==> src/rtl/operand_sequencer_nbits.sv <==
// operand_sequencer_nbits
//   Serial operand front end and result back end for a combinational N-bit
//   modulo unit. Operand A then operand B are accepted over a valid/ready
//   port and held in registers that drive the unit. One cycle later the
//   result and {neg,zr,cry,of} flags are captured and offered on a
//   valid/ready output port until the consumer takes them.
//
//   Optional feature macro: OPSEQ_STICKY_ERR_EN
//     defined   -> err_sticky latches when a captured result reports of,
//                  clr_err clears it (a simultaneous set takes priority).
//     undefined -> err_sticky is tied low and clr_err is ignored.

module operand_sequencer_nbits #(
  parameter int N = 4
) (
  input  logic         clk,
  input  logic         rst,
  input  logic         in_valid,
  output logic         in_ready,
  input  logic [N-1:0] in_data,
  output logic [N-1:0] alu_a,
  output logic [N-1:0] alu_b,
  input  logic [N-1:0] alu_result,
  input  logic [3:0]   alu_flags,
  output logic         out_valid,
  input  logic         out_ready,
  output logic [N-1:0] out_result,
  output logic [3:0]   out_flags,
  output logic         busy,
  output logic         err_sticky,
  input  logic         clr_err
);

  typedef enum logic [1:0] {
    S_A    = 2'd0,
    S_B    = 2'd1,
    S_EXEC = 2'd2,
    S_HOLD = 2'd3
  } state_t;

  state_t         state_q;
  logic [N-1:0]   alu_a_q;
  logic [N-1:0]   alu_b_q;
  logic [N-1:0]   out_result_q;
  logic [3:0]     out_flags_q;
  logic           out_valid_q;

  // The unit's outputs are sampled during S_EXEC, once both operands have
  // been stable on alu_a/alu_b for a full cycle.
  logic           capture;
  assign capture = (state_q == S_EXEC);

  // Operand acceptance is only possible while collecting A or B; in_data is
  // never looked at in the other two states.
  assign in_ready = (state_q == S_A) || (state_q == S_B);
  assign busy     = (state_q != S_A);

  // Sequencer FSM: collect A, collect B, capture result, hold until taken.
  always_ff @(posedge clk or posedge rst) begin
    if (rst) begin
      state_q      <= S_A;
      alu_a_q      <= '0;
      alu_b_q      <= '0;
      out_result_q <= '0;
      out_flags_q  <= '0;
      out_valid_q  <= 1'b0;
    end else begin
      case (state_q)
        S_A: begin
          if (in_valid) begin
            alu_a_q <= in_data;
            state_q <= S_B;
          end
        end
        S_B: begin
          if (in_valid) begin
            alu_b_q <= in_data;
            state_q <= S_EXEC;
          end
        end
        S_EXEC: begin
          out_result_q <= alu_result;
          out_flags_q  <= alu_flags;
          out_valid_q  <= 1'b1;
          state_q      <= S_HOLD;
        end
        S_HOLD: begin
          // Result registers are left untouched so the last value stays
          // visible after the handshake.
          if (out_ready) begin
            out_valid_q <= 1'b0;
            state_q     <= S_A;
          end
        end
        default: begin
          state_q <= S_A;
        end
      endcase
    end
  end

  assign alu_a      = alu_a_q;
  assign alu_b      = alu_b_q;
  assign out_result = out_result_q;
  assign out_flags  = out_flags_q;
  assign out_valid  = out_valid_q;

`ifdef OPSEQ_STICKY_ERR_EN
  logic err_q;
  logic err_d;

  // Set on an overflow capture has priority over a clear in the same cycle.
  always_comb begin
    err_d = err_q;
    if (clr_err) begin
      err_d = 1'b0;
    end
    if (capture && alu_flags[0]) begin
      err_d = 1'b1;
    end
  end

  // Sticky error register.
  always_ff @(posedge clk or posedge rst) begin
    if (rst) begin
      err_q <= 1'b0;
    end else begin
      err_q <= err_d;
    end
  end

  assign err_sticky = err_q;
`else
  logic unused_err_inputs;
  assign unused_err_inputs = clr_err | capture;
  assign err_sticky        = 1'b0;
`endif

endmodule
==> config.mk <==
export PLATFORM = sky130hd
export DESIGN_NAME = operand_sequencer_nbits
export DESIGN_NICKNAME = d
export VERILOG_FILES = /design/src/rtl/operand_sequencer_nbits.sv
export SDC_FILE = /design/constraint.sdc
export NUM_CORES = 1
export LEC_CHECK = 0
export ABC_AREA = 1
export ABC_CLOCK_PERIOD_IN_PS = 1780
export BUFFER_PORTS_ARGS = -buffer_cell sky130_fd_sc_hd__buf_4
export CAP_MARGIN = 40
export CORE_MARGIN = 2
export CORE_UTILIZATION = 48
export CTS_CLUSTER_DIAMETER = 80
export DETAILED_ROUTE_END_ITERATION = 6
export GPL_ROUTABILITY_DRIVEN = 0
export PLACE_DENSITY_LB_ADDON = 0.15
export SYNTH_ARGS = -nofsm -noshare
export SYNTH_HDL_FRONTEND = slang
export SYNTH_SLANG_ARGS = --single-unit
==> constraint.sdc <==
create_clock -name clk -period 1.78 [get_ports clk]
set_input_delay 0 -clock clk [delete_from_list [all_inputs] [get_ports clk]]
set_output_delay 0 -clock clk [all_outputs]
set_load 0.005 [all_outputs]
Word level (Yosys, flattened, before mapping)
Index checks and enable logic that the tools add are counted.

Eq/ne operators: 6. Mux-type cells: 6. Reductions and logical operators: 8.

Operators by type and width (count): 2-bit one-hot mux with 4 select lines (1); 2-bit 2-to-1 mux (3); 2-bit != test, second input constant (3); 2-bit AND reduction (3); 2-bit == test, second input constant (2); 2-bit nonzero test (2); 3-bit AND reduction (1); 2-bit by 1-bit == test with 1-bit output, second input constant (1); 2-bit zero test (1); 1-bit one-hot mux with 2 select lines (1); 1-bit logical OR (1); 1-bit 2-to-1 mux (1).

Bits in registers: 19. Bits of input ports: 17. Output and inout port bits: 20. Logic and storage cells: 26.

Longest topological paths before layout
Gate-level depths: netlist of the first run.

Word-level depth: 3. Depth in mapped cells: 6.

Worst setup path before layout of the first run
Ideal clock, no wire load.

Path type: reg2reg. From: reg state_q[0]. To: reg state_q[0]. Setup time: 117 ps. Data arrival time: 969 ps. Required time: 1663 ps. Path slack: 695 ps. Stages on the path, launching flop included: 6. Buffers on the path: 0. Period minus slack after synthesis: 1085 ps. Path through: dfrtp_1 inv_1 ha_1 or2_1 nand3_1 nand2_1.

Longest elaborated chain between the ends: 3. Elaborated cells between the ends (all ways): 9. Those cells by class: 6 x eq/ne; 1 x mux; 2 x reduce/logical.

RTL lines: start, declared (RTL line 41) `state_t state_q;`; start signal, assigned (RTL line 61) `state_q <= S_A;`; start signal, assigned (RTL line 72) `state_q <= S_B;`; start signal, assigned (RTL line 78) `state_q <= S_EXEC;`; 2-bit by 1-bit == test with 1-bit output, or another cell as far along (RTL line 68) `case (state_q)`; 2-bit != test (no source line); 3-bit AND reduction (no source line).

Several ways; a longest one is shown, not always the timed one. A chain may end at the register's enable or synchronous reset.

Worst setup path after layout of the first run
From: reg state_q[1]. To: out in_ready.

Longest elaborated chain between the ends: 2. Elaborated cells between the ends (all ways): 3. Those cells by class: 1 x eq/ne; 2 x reduce/logical.

RTL lines: 2-bit by 1-bit == test with 1-bit output / 2-bit zero test (equally long branches) (RTL line 55) `assign in_ready = (state_q == S_A) || (state_q == S_B);`; 1-bit logical OR * (RTL line 55); end, declared (RTL line 19) `output logic in_ready,`.

Every way passes the cells marked *; elsewhere a longest branch is shown, timed or not.

==> run metrics, run 1 <==
share of the synthesized area in the top cell type=0.5613; H-tree Lvls=1; mapped cell area=847.1 um2; Detail Placement HPWL=1.230 mm; Hold Crit Class=input port to register; flip-flop and latch count after synthesis=19; Critical R2R Launch=state_q[0]; Rows=15; grt total ovfl=0; Critical Path Start Type=register; Final setup viols=0; antenna violations before repair=0; Routed Antenna Nets=0; ranking of synthesized cells by area=dfrtp_1, nand2_1, ha_1; Synthesized Nets=118; status=complete, no violations; clk sink count=19; register area share after synthesis=0.5613; Root Driver=clkbuf_4; maxcap violations=0; share of cells above drive strength 1=0.2877; average wire per standard cell=11.69 um; worst reg2reg endpoint=out_result[2]; mux share of post-synthesis cell area=0; I/O pins=37; Ys Warns=0; Compound-Gate Fraction of Synth Area=0.05908; quantity of gates resized following cts=0; Tmin final=1.442 ns; Pins Over Slew Limit=0; TritonCTS Buffers=3; Syn Inst Count=96; pin count of the biggest net entering global routing=20; fmax=693.7 MHz; initial DRC count=4; Critical Path Sink=in_ready; Post-Synth Simple-Gate Area=0.2349; initial core utilization=0.5015; Slew HR=0.5434; peak supply drop=0.9417 mV; area grow syn2layout=50.52%; chip height=46.01 um; die area=0.002117 mm2; PD cells=1511 mW/mm2; top_reg_cell synth=dfrtp_1; R2R cell count=5; synthesized area per cell=8.824 um2; CTS clock-pin slew for the worst setup and hold paths=0.11 ns; Total Routing Usage GR=0.2043; post-synthesis adder-cell area fraction=0.07386; Critical Path AT=1.44 ns; Max Buffers Root-to-Sink=2; largest area contributor in the netlist=dfrtp_1; fraction of synthesized cell area in xor and xnor cells=0; Hold Slack=0.07490 ns; setup_tns=0 ns; via/cell ratio=4.761; Worst EP required=1.78 ns; RSZ-0062 raised after global routing=false; CP Class=register to output port; period utilization=0.8099; number of I/O port buffers=34; CP bufs+invs=2; ANT cells=0; Die X=46.01 um; total core area=0.001689 mm2; Distinct cells, synth=13; worst-path fanout max=5; Leak=0.7119 nW; Pre-Repair DR Iteration Count=6; ys async rst share=1.000; Critical Path, Cell by Cell=inv_1 -> ha_1 -> or2_1 -> buf_4; clk_skew=0.003319 ns; Slowest-stage cell, CP=dfrtp_1; DRC=0; vias=776; Worst-Margin Slew=0.6841 ns; dominant cell by count in the synthesized netlist=nand2_1; Crit path depth=4; main combinational cell family by area after synthesis=simple AND/OR/NAND/NOR gates; number of global-route vias before repair=741; Top Family by Delay on Critical Path=flip-flops; nets=169; CTS tree=built; final WL=1.905 mm; final hold violation count=0; CP max stage delay=0.43 ns; Worst-Skew Late Latency=0.29 ns; Post-synth EDFFs=0; R2R setup slack=0.41 ns; crit path capture type=output port; most frequent cells after synthesis=nand2_1, dfrtp_1, o21ai_1, inv_1, ha_1; Critical Path Start=state_q[1]; global-route wire length before repair=2.973 mm
-- registers in the layout, indices dropped and copies added, names as in the netlist --
signal,flops
state_q,2
alu_a,4
out_result,4
out_flags,4
out_valid,1
alu_b,4
-- cells by family after synthesis --
kind of cell,after synthesis
AND/OR/NAND/NOR,48
flip-flops,19
buffers and inverters,13
AO/OA/AOI/OAI,10
adder cells (fa/ha/maj),5
other,1
-- how the worst min path moves through the flow --
stage / start / end / cells after the start / slack (ns)
floorplan: rst / alu_a[0] / 1 / -0.05
global placement: rst / alu_a[3] / 2 / 0.15
detailed placement: rst / alu_a[3] / 2 / 0.16
CTS: in_valid / alu_b[3] / 3 / 0.07
global route: in_valid / alu_a[0] / 3 / 0.09
finish: in_valid / alu_b[3] / 3 / 0.07
-- worst register-to-register path, cell delays in order, from the launching register on --
cell and delay (ns):
dfrtp_1 0.43, inv_1 0.11, ha_1 0.41, inv_2 0.15
nand2_1 0.10, nand2_1 0.06
-- timing repair --
action,CTS,global route
hold buffers,14,0
endpoints found under the hold margin,36,0
setup buffers,0,0
-- cells in the final DEF, fill, tap and decap left out --
master         synthesis  layout
or2_1                  2       2
dfrtp_1               19      19
o21ai_1               10      10
nand3_2                1       1
ha_1                   5       5
nand2_2                2       2
dlygate4sd3_1          0      14
buf_4                  2      34
nand3_1                2       2
nand2_1               40      40
inv_1                  9       9
inv_2                  2       2
conb_1                 1       1
clkbuf_4               0       3
clkbuf_1               0       1
nor2_1                 1       1
-- final cells by class --
class | instances | area, um2
inverters | 11 | 41.29
flip-flops and latches | 19 | 475.5
clock buffers | 4 | 26.28
multi-input cells | 64 | 315.3
repair buffers | 48 | 395.4
well taps | 17 | 21.27
fillers | 141 | 414.1
-- stage by stage --
stage                     power, W  cell area [um2]    util  setup slack, ns  cells
final                     0.001926             1275  0.7548           0.3384    163
after global routing      0.002097             1275  0.7548           0.2436    163
after CTS                 0.001927             1275  0.7548           0.3286    163
after detailed placement  0.001687             1109  0.6563           0.4259    145
after global placement    0.001650             1109  0.6563           0.4534    145
after floorplan           0.001244            847.1       -           0.6947     96
-- report_power, final --
part	switching, W	internal (W)
clock	0.000132	0.0000871
combinational	0.000447	0.000487
sequential	0.000132	0.000641
-- per-layer routing --
metal  GRT usage  routed length, um  vias to the layer above
met5           0                  0                        -
met3     0.02778                 76                        0
li1            -                  -                      394
met2      0.3750               1056                       23
met1      0.2242                772                      359
met4      0.1029                  0                        0
(Power assumes the default switching activity.)
==> run 2: changes to the inputs <==
Settings changed: ABC_CLOCK_PERIOD_IN_PS 1780 to 1300, CORE_UTILIZATION 48 to 41.
Clock period 1.78 ns to 1.3 ns, I/O delays scaled along.
==> run metrics, run 2 (synthesized netlist as in run 1, its figures left out) <==
fmax=748.9 MHz; Worst EP required=1.30 ns; Top Family by Delay on Critical Path=flip-flops; Pre-Repair DR Iteration Count=4; area of the multi-input gates=347.8 um2; post-place setup slack=0.1137 ns; clk_skew=0.006348 ns; CP max stage delay=0.42 ns; Worst Hold End=alu_b[2]; I/O pins=37; period utilization=1.027; DRC=0; CTS tree=built; Critical Path, Cell by Cell=buf_6 -> ha_4 -> or2_1 -> buf_4; CP Class=register to output port; CP bufs+invs=2; worst reg2reg endpoint=state_q[1]; Tmin final=1.335 ns; worst-path fanout max=2; crit path capture type=output port; final WL=1.947 mm; RSZ-0062 raised after global routing=true; final hold violation count=0; area grow syn2layout=61.74%; Root Driver=clkbuf_4; Critical Path Start Type=register; peak supply drop=1.302 mV; R2R cell count=7; TritonCTS Buffers=3; fin cells=179; most frequent cells in the layout=nand2_1, buf_4, dfrtp_1; Post-Place Cells=158; Hold Crit Class=input port to register; pin count of the biggest net entering global routing=13; HP Start=in_valid; CTS clock-pin slew for the worst setup and hold paths=0.11 ns; Pins Over Slew Limit=0; ANT cells=0; Leak=0.7423 nW; Max Buffers Root-to-Sink=2; setup ws final=-0.03534 ns; H-tree Lvls=1; R2R setup slack=0.06 ns; maxcap violations=0; Critical R2R Launch=state_q[0]; Die X=49.46 um; Total Routing Usage GR=0.1774; Detail Placement HPWL=1.302 mm; number of global-route vias before repair=723; antenna violations before repair=0; total core area=0.001962 mm2; global-route wire length before repair=3.284 mm; Final Instance Area=0.001370 mm2; Fillers=162; chip height=49.46 um; average wire per standard cell=10.88 um; share of cells above drive strength 1=0.3618; Rows=16; Final setup viols=1; Critical Path AT=1.34 ns; vias=784; grt total ovfl=0; PD cells=2075 mW/mm2; Storage cell area=475.5 um2; Worst Hold Path Cells=3; Slowest-stage cell, CP=dfrtp_1; Post-DP Area=0.001144 mm2; die area=0.002446 mm2; Worst-Skew Late Latency=0.29 ns; failing checks=negative setup slack; initial core utilization=0.4318; number of I/O port buffers=34; Routed Antenna Nets=0; Hold Slack=0.08013 ns; nets=175; status=finished, violations left; clk sink count=19; initial DRC count=8; via/cell ratio=4.380
[run 2: worst max path at each step]
stage | to | slack (ns) | cells after the start | from
2_1_floorplan | state_q[0] | 0.21 | 5 | state_q[0]
3_3_place_gp | state_q[0] | 0.14 | 5 | state_q[0]
3_5_place_dp | state_q[0] | 0.11 | 4 | state_q[1]
4_1_cts | in_ready | -0.03 | 4 | state_q[0]
5_1_grt | in_ready | -0.1 | 4 | state_q[0]
6_report | in_ready | -0.04 | 4 | state_q[0]
[run 2: area by class of cell]
cell class,count,share of cell area
Clock inverter,1,0.003653
Sequential cell,19,0.3470
Tap cell,27,0.02466
Multi-Input combinational cell,64,0.2539
Clock buffer,3,0.01644
Inverter,11,0.03014
Timing Repair Buffer,54,0.3242
[run 2: power breakdown]
part	internal (W)	switching (W)
Sequential	0.000878	0.000160
Clock	0.000114	0.000179
Combinational	0.000819	0.000693
Total	0.00181	0.00103
[run 2: worst min-delay path, delay by kind of cell]
kind	cells	cell delay [ns]
AO/OA/AOI/OAI	1	0.08
buffers and inverters	1	0.13
AND/OR/NAND/NOR	1	0.14
[run 2: stage by stage]
stage	setup TNS [ns]	total power, W	utilization
2_1_floorplan	0	0.001703	-
3_3_place_gp	0	0.002311	0.5829
3_5_place_dp	0	0.002366	0.5829
4_1_cts	-0.03142	0.002849	0.6958
5_1_grt	-0.1277	0.003120	0.6983
6_report	-0.03534	0.002843	0.6983
[run 2: timing repair]
action	in CTS	in global routing
pin swaps	0	1
gates resized for setup	7	2
hold endpoints to repair	28	0
hold buffers	14	0
setup endpoints to repair	1	3
setup buffers	3	0
[run 2: routing by layer]
| metal | routed length (um) | track usage |
|---|---|---|
| met5 | 0 | 0 |
| met4 | 19 | 0.08333 |
| met3 | 67 | 0.02121 |
| met2 | 960 | 0.3041 |
| met1 | 899 | 0.2229 |
==> run 3: changes to the inputs <==
Settings changed: CORE_ASPECT_RATIO set to 0.7.
==> run metrics, run 3 (synthesized netlist as in run 1, its figures left out) <==
Critical Path Start Type=register; setup_tns=-0.003413 ns; die area=0.002451 mm2; chip height=42.03 um; share of cells above drive strength 1=0.3684; Routed Antenna Nets=0; nets=175; post-place setup slack=0.05899 ns; number of I/O port buffers=34; Total Routing Usage GR=0.1937; Critical Path, Cell by Cell=ha_4 -> or2_1 -> buf_4; Worst EP required=1.30 ns; RSZ-0062 raised after global routing=true; status=finished, violations left; period utilization=1.003; worst-path fanout max=4; number of global-route vias before repair=778; grt total ovfl=0; total core area=0.001903 mm2; DRC=0; final hold violation count=0; Worst-Skew Late Latency=0.30 ns; Critical Path AT=1.30 ns; Pins Over Slew Limit=0; Rows=13; initial core utilization=0.4451; Max Buffers Root-to-Sink=2; failing checks=negative setup slack; most common cell after layout, fill and taps aside=buf_4; pin count of the biggest net entering global routing=20; R2R cell count=5; CTS tree=built; Pint=0.001804 W; TritonCTS Buffers=3; peak supply drop=1.321 mV; vias=805; Critical Path Start=state_q[0]; worst reg2reg endpoint=state_q[0]; ANT cells=0; clk sink count=19; CTS clock-pin slew for the worst setup and hold paths=0.11 ns; Final setup viols=1; most frequent cells in the layout=buf_4, nand2_1, dfrtp_1; Slowest-stage cell, CP=dfrtp_2; Pwr Total=0.002869 W; global-route wire length before repair=3.498 mm; Hold Crit Class=input port to register; PD cells=2112 mW/mm2; Die X=58.33 um; H-tree Lvls=1; Leak=0.7408 nW; sequential power share=0.372; Tmin final=1.303 ns; Critical Path Sink=in_ready; average wire per standard cell=11.61 um; initial DRC count=24; area grow syn2layout=60.41%; CP max stage delay=0.46 ns; fmax=767.2 MHz; Comb power frac=0.523; Critical R2R Launch=state_q[1]; clk_skew=0.003254 ns; setup ws final=-0.003413 ns; Clk pwr share=0.105; Net Sw Frac=0.3714; via/cell ratio=4.626; CP Class=register to output port; R2R setup slack=0.06 ns; sw power=0.001066 W; crit path capture type=output port; Root Driver=clkbuf_4; antenna violations before repair=0; Pre-Repair DR Iteration Count=4; Detail Placement HPWL=1.384 mm; I/O pins=37; final WL=2.020 mm; Hold Slack=0.06262 ns; maxcap violations=0
==> run 3: through the flow <==
stage                 util  std cells  cell area, um2
floorplan                -         96           847.1
global placement    0.5937        152            1130
detailed placement  0.5937        152            1130
CTS                 0.7015        173            1335
global route        0.7140        174            1359
finish              0.7140        174            1359
==> run 3: power by group through the flow <==
stage	Clock (W)	Sequential, W	Combinational, W
final	0.000301	0.00107	0.00150
after global routing	0.000340	0.00110	0.00171
after CTS	0.000309	0.00105	0.00146
after detailed placement	0	0.00106	0.00130
after global placement	0	0.00105	0.00125
after floorplan	0	0.00106	0.000638
==> run 3: layer usage <==
layer  up-vias  GRT usage  routed length [um]
li1        407          -                   -
met1       364     0.2211                 844
met5         -          0                   0
met4         0    0.05581                  11
met3         2    0.07099                 142
met2        32     0.3371                1022
==> run 3: critical path: cells and delay by family, from the launching register on <==
| kind | cells | cell delay [ns] |
|---|---|---|
| buffers and inverters | 1 | 0.13 |
| flip-flops | 1 | 0.46 |
| adder cells (fa/ha/maj) | 1 | 0.19 |
| AND/OR/NAND/NOR | 1 | 0.22 |
==> run 3: final cells by class <==
cell class	count	area (um2)
fill	164	544.3
clock buffer	3	22.52
multi-input combinational	64	345.3
timing repair buffer	54	440.4
clock inverter	1	5.005
sequential	19	476.7
tap	22	27.53
inverter	11	41.29
==> run 3: repair_timing <==
item | in CTS | in global routing
hold endpoints to repair | 36 | 0
endpoints found under the setup margin | 2 | 3
hold buffers | 14 | 0
pin swaps | 0 | 2
buffers inserted | 3 | 1
resized for setup | 4 | 5
==> run 3: worst min-delay path by stage <==
stage          startpoint         to  slack (ns)  cells past startpoint
2_1_floorplan         rst   alu_a[0]       -0.05                      1
3_3_place_gp          rst  out_valid        0.04                      3
3_5_place_dp          rst  out_valid        0.04                      3
4_1_cts          in_valid   alu_b[3]        0.06                      3
5_1_grt          in_valid   alu_b[0]        0.06                      3
6_report         in_valid   alu_b[3]        0.06                      3
